===== config.mk =====
export PLATFORM = sky130hd
export DESIGN_NAME = interval_timer_arbiter_flat
export DESIGN_NICKNAME = d
export VERILOG_FILES = /design/src/rtl/interval_timer_arbiter_pkg.sv /design/src/rtl/interval_timer_arbiter_if.sv /design/src/rtl/interval_timer_arbiter_counter.sv /design/src/rtl/interval_timer_arbiter.sv /design/src/flat_wrapper.sv
export SDC_FILE = /design/constraint.sdc
export NUM_CORES = 1
export LEC_CHECK = 0
export CAP_MARGIN = 20
export CORE_MARGIN = 10
export CORE_UTILIZATION = 55
export CTS_CLUSTER_DIAMETER = 120
export DETAILED_ROUTE_END_ITERATION = 6
export GPL_TIMING_DRIVEN = 0
export PLACE_DENSITY_LB_ADDON = 0.3
export REMOVE_ABC_BUFFERS = 1
export SLEW_MARGIN = 20
export SYNTH_ARGS = -nofsm -noshare
export SYNTH_HDL_FRONTEND = slang
export SYNTH_HIERARCHICAL = 1
export SYNTH_SLANG_ARGS = --single-unit
export TNS_END_PERCENT = 100

===== constraint.sdc =====
create_clock -name clk -period 5.9 [get_ports clk]
set_input_delay 0.885 -clock clk [delete_from_list [all_inputs] [get_ports clk]]
set_output_delay 0.885 -clock clk [all_outputs]
set_load 0.03 [all_outputs]

===== src/rtl/interval_timer_arbiter_pkg.sv =====
// Shared types and helpers for the round-robin interval timer arbiter.
// Holds the FSM state encoding and the rotating-priority pick function.
package interval_timer_arbiter_pkg;

   typedef enum logic [1:0] {
      ST_IDLE = 2'd0,
      ST_RUN  = 2'd1,
      ST_DONE = 2'd2
   } state_t;

   localparam int MAX_REQ = 32;

   // Returns the first set bit at or after ptr (wrapping within n), or -1 when none is set.
   // Scanning from the far end lets the nearest candidate overwrite earlier hits.
   function automatic int rr_pick(input logic [MAX_REQ-1:0] req, input int ptr, input int n);
      int sel;
      int idx;
      sel = -1;
      for (int k = MAX_REQ - 1; k >= 0; k--) begin
         if (k < n) begin
            idx = ptr + k;
            if (idx >= n) idx = idx - n;
            if (req[idx[4:0]]) sel = idx;
         end
      end
      return sel;
   endfunction

endpackage


===== src/rtl/interval_timer_arbiter_if.sv =====
// Request/grant bundle between the requesting blocks and the shared interval timer.
interface interval_timer_arbiter_if #(
   parameter int COUNT = 4,
   parameter int NREQ  = 4
);
   logic [NREQ-1:0]       req;
   logic [NREQ*COUNT-1:0] interval;
   logic [NREQ-1:0]       grant;
   logic [NREQ-1:0]       done;
   logic                  busy;
   logic [COUNT-1:0]      cnt;

   modport master (
      output req, interval,
      input  grant, done, busy, cnt
   );

   modport slave (
      input  req, interval,
      output grant, done, busy, cnt
   );
endinterface


===== src/rtl/interval_timer_arbiter_counter.sv =====
// Loadable down-counter that parks at zero instead of wrapping.
module load_down_counter #(
   parameter int COUNT = 4
) (
   input  logic             clk,
   input  logic             reset,
   input  logic             load,
   input  logic [COUNT-1:0] load_val,
   input  logic             en,
   output logic [COUNT-1:0] cnt,
   output logic             zero
);

   always_ff @(posedge clk) begin
      if (reset) begin
         cnt <= '0;
      end else if (load) begin
         cnt <= load_val;
      end else if (en && (cnt != '0)) begin
         cnt <= cnt - 1'b1;
      end
   end

   assign zero = (cnt == '0);

endmodule


===== src/rtl/interval_timer_arbiter.sv =====
// Shares one down-counting interval timer among NREQ requesters using round-robin arbitration.
// Each granted job runs for interval+1 cycles, then pulses done for one cycle to its owner.
module interval_timer_arbiter
   import interval_timer_arbiter_pkg::*;
#(
   parameter int COUNT = 4,
   parameter int NREQ  = 4
) (
   input logic                     clk,
   input logic                     reset,
   interval_timer_arbiter_if.slave bus
);

   localparam int PW = $clog2(NREQ);

   state_t           state, state_nxt;
   logic [NREQ-1:0]  grant_q, grant_nxt;
   logic [NREQ-1:0]  done_q, done_nxt;
   logic [PW-1:0]    ptr_q, ptr_nxt;
   logic [PW-1:0]    owner_q, owner_nxt;
   logic [PW-1:0]    ptr_after;
   logic [PW-1:0]    pick_idx;
   int               pick;
   logic             ld;
   logic [COUNT-1:0] ld_val;
   logic             en;
   logic             zero;
   logic [COUNT-1:0] cnt;
   logic [COUNT-1:0] ivl [NREQ];

   always_comb begin
      for (int i = 0; i < NREQ; i++) begin
         ivl[i] = bus.interval[i*COUNT +: COUNT];
      end
   end

   // Priority rotates to the requester just after whoever last held the timer.
   assign ptr_after = (owner_q == PW'(NREQ - 1)) ? '0 : owner_q + 1'b1;

   load_down_counter #(.COUNT(COUNT)) u_counter (
      .clk      (clk),
      .reset    (reset),
      .load     (ld),
      .load_val (ld_val),
      .en       (en),
      .cnt      (cnt),
      .zero     (zero)
   );

   always_ff @(posedge clk) begin
      if (reset) begin
         state   <= ST_IDLE;
         grant_q <= '0;
         done_q  <= '0;
         ptr_q   <= '0;
         owner_q <= '0;
      end else begin
         state   <= state_nxt;
         grant_q <= grant_nxt;
         done_q  <= done_nxt;
         ptr_q   <= ptr_nxt;
         owner_q <= owner_nxt;
      end
   end

   // A dropped owner request aborts the job and clears the timer; it takes precedence over completion.
   always_comb begin
      state_nxt = state;
      grant_nxt = grant_q;
      done_nxt  = '0;
      ptr_nxt   = ptr_q;
      owner_nxt = owner_q;
      ld        = 1'b0;
      ld_val    = '0;
      en        = 1'b0;
      pick      = rr_pick(MAX_REQ'(bus.req), int'(ptr_q), NREQ);
      pick_idx  = pick[PW-1:0];
      unique case (state)
         ST_IDLE: begin
            grant_nxt = '0;
            if (pick >= 0) begin
               state_nxt = ST_RUN;
               owner_nxt = pick_idx;
               grant_nxt = NREQ'(1) << pick_idx;
               ld        = 1'b1;
               ld_val    = ivl[pick_idx];
            end
         end
         ST_RUN: begin
            if (!bus.req[owner_q]) begin
               state_nxt = ST_IDLE;
               grant_nxt = '0;
               ld        = 1'b1;
               ld_val    = '0;
               ptr_nxt   = ptr_after;
            end else if (zero) begin
               state_nxt = ST_DONE;
               done_nxt  = grant_q;
            end else begin
               en = 1'b1;
            end
         end
         ST_DONE: begin
            state_nxt = ST_IDLE;
            grant_nxt = '0;
            ptr_nxt   = ptr_after;
         end
         default: begin
            state_nxt = ST_IDLE;
            grant_nxt = '0;
         end
      endcase
   end

   assign bus.grant = grant_q;
   assign bus.done  = done_q;
   assign bus.busy  = (state == ST_RUN) || (state == ST_DONE);
   assign bus.cnt   = cnt;

endmodule

===== src/flat_wrapper.sv =====
// flat-port wrapper written by rule: the top's interface ports become plain ports
module interval_timer_arbiter_flat import interval_timer_arbiter_pkg::*;
#(
   parameter int COUNT = 4,
   parameter int NREQ  = 4
)
  (clk, reset, bus_req, bus_interval, bus_grant, bus_done, bus_busy, bus_cnt);
  interval_timer_arbiter_if #(.COUNT(COUNT), .NREQ(NREQ)) bus_i ();
  input logic clk;
  input logic reset;
  input wire logic [$bits(bus_i.req)-1:0] bus_req;
  input wire logic [$bits(bus_i.interval)-1:0] bus_interval;
  output wire logic [$bits(bus_i.grant)-1:0] bus_grant;
  output wire logic [$bits(bus_i.done)-1:0] bus_done;
  output wire logic [$bits(bus_i.busy)-1:0] bus_busy;
  output wire logic [$bits(bus_i.cnt)-1:0] bus_cnt;
  assign bus_i.req = bus_req;
  assign bus_i.interval = bus_interval;
  assign bus_grant = bus_i.grant;
  assign bus_done = bus_i.done;
  assign bus_busy = bus_i.busy;
  assign bus_cnt = bus_i.cnt;
  interval_timer_arbiter #(.COUNT(COUNT), .NREQ(NREQ)) u_core (.clk(clk), .reset(reset), .bus(bus_i));
endmodule

-- Yosys cells after proc, flatten, opt, wreduce, memory -nomap -nowiden
Cells that the tools add are included.
- muxes and demuxes: 41
- reduce and logical (&&, ||, !) cells: 11
- $add $sub $neg: 9
- $lt $le $gt $ge: 11
- bitwise logic cells: 4
- eq/ne operators: 6
- shifts and indexed selects: 1
- operator list (kind ; number):
    $mux W32 ; 8
    $ge A32 B4 Y1 const B ; 3
    $sub A32 B4 Y32 const B ; 3
    $ge A32 B1 Y1 const B ; 1
    $mux W4 ; 8
    $lt A5 B6 Y1 const B ; 4
    $bmux W1 S5 ; 4
    $mux W1 ; 10
    $mux W2 ; 5
    $bmux W4 S2 ; 1
    $pmux W2 S2 ; 2
    $pmux W4 S2 ; 1
    $add A2 B2 Y3 const B ; 2
    $reduce_and A2 Y1 ; 3
    $eq A2 B2 Y1 const B ; 2
    $logic_not A4 Y1 ; 1
    $reduce_bool A2 Y1 ; 2
    $reduce_bool A4 Y1 ; 1
    $reduce_or A4 Y1 ; 1
    $shl A1 B2 Y4 const A ; 1
    $sub A2 B3 Y4 const B ; 1
    $sub A4 B1 Y4 const B ; 1
    $add A2 B1 Y3 const B ; 1
    $ge A2 B3 Y1 const B ; 1
    other kinds (14) ; 16
- input bits: 22
- register bits after elaboration: 18
- word-level logic and storage cells: 89

-- Longest topological paths before layout
Gate-level depths: netlist of run 1.
- word-level depth: 16
- depth in mapped cells: 12

-- Cells and area by module
Netlist of run 1, hierarchy kept.
- by module, submodules not included (module ; cells each ; area each (µm²) ; sequential area each (µm²) ; instances):
    interval_timer_arbiter ; 149 ; 1330.0 ; 280.3 ; 1
    load_down_counter ; 29 ; 262.8 ; 80.1 ; 1

-- Worst setup path after synthesis of run 1
Ideal clock, no wire load.
- path kind: register to register
- start: reg u_core.ptr_q[0]
- end: reg u_core.u_counter.cnt[0]
- buffers on the path: 1
- stages on the path, launching flop included: 12
- data arrival time: 2.697 ns
- required time: 5.809 ns
- path slack: 3.112 ns
- setup time: 0.091 ns
- cell sequence: dfxtp_1 -> buf_6 -> inv_1 -> ha_1 -> a21boi_2 -> a22oi_4 -> a2111oi_4 -> o21bai_4 -> a221o_1 -> a21oi_1 -> nor2_1 -> a311oi_1
- cells in the longest elaborated chain, start to end: 16
- elaborated cells on any way between the ends: 38
- those cells by class: add/sub: 7; order compare: 5; mux: 24; bitwise: 1; reduce/logical: 1
- ends and longest elaborated chain (what ; line ; source):
    from (decl) ; interval_timer_arbiter.sv:19 ; logic [PW-1:0] ptr_q, ptr_nxt;
    from (signal assigned) ; interval_timer_arbiter.sv:61 ; ptr_q <= ptr_nxt;
    $add A2 B2 Y3 ; interval_timer_arbiter_pkg.sv:21 ; idx = ptr + k;
    $sub A32 B4 Y32 or $ge A32 B4 Y1 (tied branches) ; interval_timer_arbiter_pkg.sv:22 ; if (idx >= n) idx = idx - n;
    $mux W32 ; interval_timer_arbiter_pkg.sv:22 ;
    $bmux W1 S5 ; interval_timer_arbiter_pkg.sv:23 ; if (req[idx[4:0]]) sel = idx;
    $mux W1 (implied by the code) ; interval_timer_arbiter_pkg.sv:23 ;
    $mux W32 (3 in a row) ; interval_timer_arbiter_pkg.sv:23 ;
    $mux W32 * ; interval_timer_arbiter_pkg.sv:23 ;
    parallel branches: the longest is 4 deep, another holds $ge A32 B1 Y1 ; -- ;
    $mux W4 * ; interval_timer_arbiter.sv:81 ; if (pick >= 0) begin
    $mux W4 * ; -- ;
    net u_core.ld_val[0] ; interval_timer_arbiter.sv:25 ; logic [COUNT-1:0] ld_val;
    $mux W4 * ; interval_timer_arbiter_counter.sv:17 ; end else if (load) begin
    to (signal assigned) ; interval_timer_arbiter_counter.sv:18 ; cnt <= load_val;
    to (signal assigned) ; interval_timer_arbiter_counter.sv:20 ; cnt <= cnt - 1'b1;
    to (decl) ; interval_timer_arbiter_counter.sv:10 ; output logic [COUNT-1:0] cnt,
Mark *: on every way through the listed nets, which the timed path passes. The select of a mux whose other input is x is not followed.
A chain may end at the register's enable or synchronous reset.

-- Worst setup path after layout of run 1
Same ends and word-level chain as after synthesis.

==> flow_metrics.env, run 1 <==
export IMPL_status="complete, no violations"
export IMPL_synth_most_common_cell="dfxtp_1"
export IMPL_drv_cap=0
export IMPL_grt_pass1_vias=1483
export IMPL_grt_first_pass_wirelength_um=6803
export IMPL_clk_path_buf_depth=2
export IMPL_skew_ns=0.001223
export IMPL_clk_pin_slew_ns=0.10
export IMPL_slew_limit_headroom=0.4859
export IMPL_viasPerCell=6.421
export IMPL_drt_iter0_drc=112
export IMPL_hp_class="reg -> reg"
export IMPL_synth_ff_type="dfxtp_1"
export IMPL_wl_met1_um=1781
export IMPL_cts_resized=0
export IMPL_clk_latency_ns=0.30
export IMPL_tightestPinTransition_ns=0.7712
export IMPL_fin_crit_sh=0.6061
export IMPL_wirelength_um=4167
export IMPL_setup_tns_ns=0
export IMPL_die_w_um=73.82
export IMPL_yosysTopAreaCell="dfxtp_1"
export IMPL_startpoint_type="register"
export IMPL_io_buffers=34
export IMPL_synth_cells=178
export IMPL_initial_core_util=0.5776
export IMPL_cts_inserted_buffers=3
export IMPL_synth_cell_types=52
export IMPL_ys_warn_count=6
export IMPL_p_leak_nw=0.7368
export IMPL_utilization=0.7137
export IMPL_fin_hold_ws_ns=0.4949
export IMPL_synth_edf_count=0
export IMPL_grt_max_degree=35
export IMPL_multi_input_area_um2=1154
export IMPL_post_route_drc_count=0
export IMPL_first_pass_iters=4
export IMPL_dr_wl_met2_um=2017
export IMPL_synth_area_leaders="dfxtp_1, mux2i_1, ha_1"
export IMPL_grt_setup_unrepaired="no"
export IMPL_layout_drive_gt1_share=0.1232
export IMPL_slowest_stage="dfxtp_2"
export IMPL_dp_slack_ns=2.396
export IMPL_postSynth_asyncResetShare=0
export IMPL_regArea_um2=361.6
export IMPL_detail_route_antenna_nets=0
export IMPL_fmax_mhz=279.7
export IMPL_cts_tree="done"
export IMPL_syn_area_per_cell_um2=8.948
export IMPL_ys_ff_latch=18
export IMPL_finalSetupViolCount=0
export IMPL_synth_top_cells_by_count="dfxtp_1, nor2_1, mux2i_1, nand2_1, inv_1"
export IMPL_critPathMaxFanout=34
export IMPL_num_fill_cells=239
export IMPL_grt_overflow=0
export IMPL_synth_top_area_frac=0.2262
export IMPL_power_per_cell_area_nw_per_um2=466.6
export IMPL_critical_path_class="reg -> reg"
export IMPL_cts_max_level=1
export IMPL_syn_to_final_growth_pct=23.57
export IMPL_finalMaxSlewViolations=0
export IMPL_die_area_um2=5449
export IMPL_synth_area_um2=1593
export IMPL_layout_min_cycle_time_ns=3.576
export IMPL_n_antenna_cell=0
export IMPL_rows=19
export IMPL_crit_arrival_ns=3.79
export IMPL_crit_path_max_incr_delay_ns=0.85
export IMPL_grt_usage=0.1507
export IMPL_post_cts_setup_buffers=0
export IMPL_wl_per_cell_um=17.22
export IMPL_ioPinCount=35
export IMPL_hold_buffers=0
export IMPL_die_h_um=73.82
export IMPL_hold_violations=0
export IMPL_endpoint_kind="register"
export IMPL_synth_seq_area_share=0.2262
export IMPL_dr_wl_met3_um=311
export IMPL_crit_chain="inv_1 -> ha_1 -> a21boi_2 -> a22oi_4 -> a2111oi_4 -> o21bai_4 -> a221o_1 -> a21oi_1 -> nor2_1 -> a311oi_1"
export IMPL_fp_coreArea_um2=2758
export IMPL_num_vias=1554
export IMPL_clock_root_buffer="clkbuf_4"
export IMPL_fin_ws_ns=2.324
export IMPL_finalNetCount=243
export IMPL_grt_antenna_before_repair=0
export IMPL_dp_hpwl_um=3307
export IMPL_top_layer="met4"
export IMPL_gp_congestion=0.8804
export IMPL_peakVddDrop_mv=0.5188
export IMPL_cts_num_sinks=18
export IMPL_crit_required_ns=6.11
## logic make-up after synthesis
family / Yosys count / synth area share
and+or+nand+nor: 62 / 0.2121
buffers and inverters: 15 / 0.04949
DFF: 18 / 0.2262
muxes: 18 / 0.1296
AOI/OAI and AO/OA: 56 / 0.3119
adders and majority gates: 9 / 0.07070
## metrics by stage
stage	power (mW)	cell area, um^2	cells
global route	0.9946	1968	242
CTS	0.9127	1968	242
global placement	0.8076	1931	238
detailed placement	0.8340	1932	238
floorplan	0.6708	1551	173
finish	0.9183	1968	242
## placed cells by master, fill, tap and decap left out, drive strengths merged, types with 5 or more instances in the layout
master         synthesis  final
mux2i                 15     15
a221o                  8      8
a21oi                  9      9
inv                   10     10
o21ai                  7      7
nand2                 15     15
nor2b                  6      6
o22ai                  5      5
dfxtp                 18     18
nor2                  15     15
clkdlybuf4s50          0     34
and3                   6      6
ha                     9      9
nand3                  5      5
a211oi                 7      7
## path summary, 6_finish.rpt
check	from	endpoint	slack, ns	cells past startpoint
setup / recovery	u_core/ptr_q[0]	u_core/u_counter/cnt[0]	2.32	10
hold / removal	u_core/bus.grant[1]	u_core/bus.grant[1]	0.49	2
setup reg to reg	u_core/ptr_q[0]	u_core/u_counter/cnt[0]	2.32	10
hold reg to reg	u_core/bus.grant[1]	u_core/bus.grant[1]	0.49	2
## layout make-up
| cell class | count | area share |
|---|---|---|
| Timing Repair Buffer | 34 | 0.1729 |
| Multi-Input combinational cell | 145 | 0.5861 |
| Tap cell | 31 | 0.01971 |
| Sequential cell | 18 | 0.1837 |
| Inverter | 10 | 0.01907 |
| Clock buffer | 4 | 0.01844 |
## worst max-delay path: cells and delay by family, from the launching register on
family,cells,cell delay [ns]
AOI/OAI and AO/OA,7,1.78
DFF,1,0.85
adders and majority gates,1,0.47
buffers and inverters,1,0.31
and+or+nand+nor,1,0.07
## where the power goes
part	internal [mW]	total (mW)	switching (mW)
Sequential	0.156	0.214	0.0584
Clock	0.0377	0.0768	0.0391
Combinational	0.263	0.628	0.364
Total	0.457	0.918	0.462
## per-layer routing
layer  GRT usage  vias to the layer above
met5           0                        -
met4     0.04555                        0
met3     0.04441                        7
met2      0.2538                       57
met1      0.1783                      740
li1            -                      750
## flip-flops by register name (all words and copies together) (netlist names)
register / count
u_core/ptr_q: 2
u_core/state: 2
u_core/owner_q: 2
u_core/bus.done: 4
u_core/u_counter/cnt: 4
u_core/bus.grant: 4
Power figures use the tool's default switching activity.
==> inputs of run 2 (changes only) <==
--- a/config.mk
+++ b/config.mk
@@ -7,7 +7,7 @@
 export LEC_CHECK = 0
 export CAP_MARGIN = 20
 export CORE_MARGIN = 10
-export CORE_UTILIZATION = 55
+export CORE_UTILIZATION = 51
 export CTS_CLUSTER_DIAMETER = 120
 export DETAILED_ROUTE_END_ITERATION = 6
 export GPL_TIMING_DRIVEN = 0
==> constraint.sdc (replaced) <==
create_clock -name clk -period 3.4 [get_ports clk]
set_input_delay 0.51 -clock clk [delete_from_list [all_inputs] [get_ports clk]]
set_output_delay 0.51 -clock clk [all_outputs]
set_load 0.03 [all_outputs]
==> run 2 against run 1 <==
Effect of this change:
- combinational power rose by 75%
- setup slack got worse by 2.0 ns
- flip-flop and latch count did not move
- final area rose by 1.6%
- sequential power rose by 66%
- maximum frequency rose by 15%
- sequential share of layout area fell by 0.10 points
- power rose by 73%
- clock-buffer cell count did not move
- final cell count rose by 5.8%
- worst hold slack got worse by 0.0082 ns
- first-iteration DRC count rose by 5.4%
==> flow_metrics.env, run 2 (synthesis results as in run 1) <==
export IMPL_status="complete, no violations"
export IMPL_num_vias=1547
export IMPL_first_pass_iters=4
export IMPL_critPathMaxFanout=18
export IMPL_cts_tree="done"
export IMPL_hp_class="reg -> reg"
export IMPL_fin_crit_sh=0.9174
export IMPL_gp_congestion=0.9328
export IMPL_grt_pass1_vias=1514
export IMPL_fin_cells=256
export IMPL_grt_max_degree=35
export IMPL_clk_pin_slew_ns=0.10
export IMPL_hold_buffers=0
export IMPL_r2r_slack_ns=0.28
export IMPL_grt_setup_unrepaired="no"
export IMPL_power_mw=1.585
export IMPL_finalNetCount=244
export IMPL_syn_to_final_growth_pct=25.53
export IMPL_finalMaxSlewViolations=0
export IMPL_grt_antenna_before_repair=0
export IMPL_layout_commonest_cell="clkdlybuf4s50_1"
export IMPL_crit_arrival_ns=3.31
export IMPL_fin_ws_ns=0.2807
export IMPL_cts_max_level=1
export IMPL_wl_per_cell_um=16.02
export IMPL_critical_path_class="reg -> reg"
export IMPL_die_h_um=75.89
export IMPL_hold_violations=0
export IMPL_power_per_cell_area_nw_per_um2=792.7
export IMPL_crit_required_ns=3.59
export IMPL_tightestPinTransition_ns=0.5948
export IMPL_cts_inserted_buffers=3
export IMPL_n_antenna_cell=0
export IMPL_io_buffers=34
export IMPL_layout_min_cycle_time_ns=3.119
export IMPL_drt_iter0_drc=118
export IMPL_slew_limit_headroom=0.5993
export IMPL_peakVddDrop_mv=0.3709
export IMPL_cts_num_sinks=18
export IMPL_num_fill_cells=268
export IMPL_layout_drive_gt1_share=0.1321
export IMPL_drv_cap=0
export IMPL_grt_first_pass_wirelength_um=6934
export IMPL_detail_route_antenna_nets=0
export IMPL_post_route_drc_count=0
export IMPL_final_cell_mix="clkdlybuf4s50_1, dfxtp_1, nor2_1"
export IMPL_fmax_mhz=320.6
export IMPL_endpoint_kind="register"
export IMPL_finalSetupViolCount=0
export IMPL_startpoint_type="register"
export IMPL_wirelength_um=4102
export IMPL_grt_usage=0.1504
export IMPL_viasPerCell=6.043
export IMPL_fp_coreArea_um2=3028
export IMPL_clock_root_buffer="clkbuf_4"
export IMPL_die_w_um=75.89
export IMPL_dp_slack_ns=-0.1313
export IMPL_die_area_um2=5759
export IMPL_initial_core_util=0.5260
export IMPL_dp_cells=251
export IMPL_skew_ns=0.006427
export IMPL_p_leak_nw=0.7437
export IMPL_clk_path_buf_depth=2
export IMPL_clk_latency_ns=0.29
export IMPL_rows=20
export IMPL_ioPinCount=35
export IMPL_dp_hpwl_um=3218
export IMPL_grt_overflow=0
-- run 2: final cells by class --
cell class,count,area [um^2],area share
inverters,10,37.54,0.01877
flip-flops and latches,18,365.4,0.1827
multi-input cells,145,1154,0.5770
repair buffers,35,351.6,0.1758
clock buffers,4,36.28,0.01815
well taps,44,55.05,0.02753
-- run 2: metrics by stage --
step | hold WS (ns) | instance area, um^2 | utilization | TNS (ns)
2_1_floorplan | 0.4561 | 1551 | - | -0.1693
3_3_place_gp | 0.4620 | 1947 | 0.6430 | -2.269
3_5_place_dp | 0.4703 | 1948 | 0.6434 | -0.3525
4_1_cts | 0.4884 | 1987 | 0.6562 | 0
5_1_grt | 0.5135 | 1999 | 0.6603 | 0
6_report | 0.4866 | 1999 | 0.6603 | 0
-- run 2: path summary, 6_finish.rpt --
| kind | end | from | cells past startpoint |
|---|---|---|---|
| setup / recovery | u_core/u_counter/cnt[0] | u_core/ptr_q[0] | 10 |
| hold / removal | u_core/bus.grant[1] | u_core/bus.grant[1] | 2 |
| setup reg to reg | u_core/u_counter/cnt[0] | u_core/ptr_q[0] | 10 |
| hold reg to reg | u_core/bus.grant[1] | u_core/bus.grant[1] | 2 |
-- run 2: worst max-delay path, cell delays in order, from the launching register on --
cell and delay [ns]:
dfxtp_4 0.53, inv_1 0.21, ha_1 0.43, a21boi_2 0.28, a22oi_4 0.13, a2111oi_4 0.44, o21bai_4 0.14, a221o_1 0.34
a21oi_1 0.23, nor2_1 0.07, a311oi_1 0.23
-- run 2: where the power goes --
part	switching [mW]	internal [mW]
Sequential	0.0828	0.272
Combinational	0.639	0.462
Clock	0.0634	0.0652
-- run 2: routing by layer --
layer / global-route usage / share of wire
met3: 0.02734 / 0.059
met4: 0.04948 / 0.010
met1: 0.1669 / 0.40
met5: 0 / 0
met2: 0.2792 / 0.53
-- run 2: what timing repair did --
| item | CTS | global route |
|---|---|---|
| setup endpoints to repair | 4 | 3 |
| gates resized for setup | 1 | 1 |
| setup buffers | 0 | 1 |
==> inputs of run 3 (changes only) <==
--- a/config.mk
+++ b/config.mk
@@ -8,7 +8,7 @@
 export CAP_MARGIN = 20
 export CORE_MARGIN = 10
 export CORE_UTILIZATION = 51
-export CTS_CLUSTER_DIAMETER = 120
+export CTS_CLUSTER_DIAMETER = 40
 export DETAILED_ROUTE_END_ITERATION = 6
 export GPL_TIMING_DRIVEN = 0
 export PLACE_DENSITY_LB_ADDON = 0.3
==> results of run 3 <==
The final DEF is identical to that of run 2; final timing and power are the same.
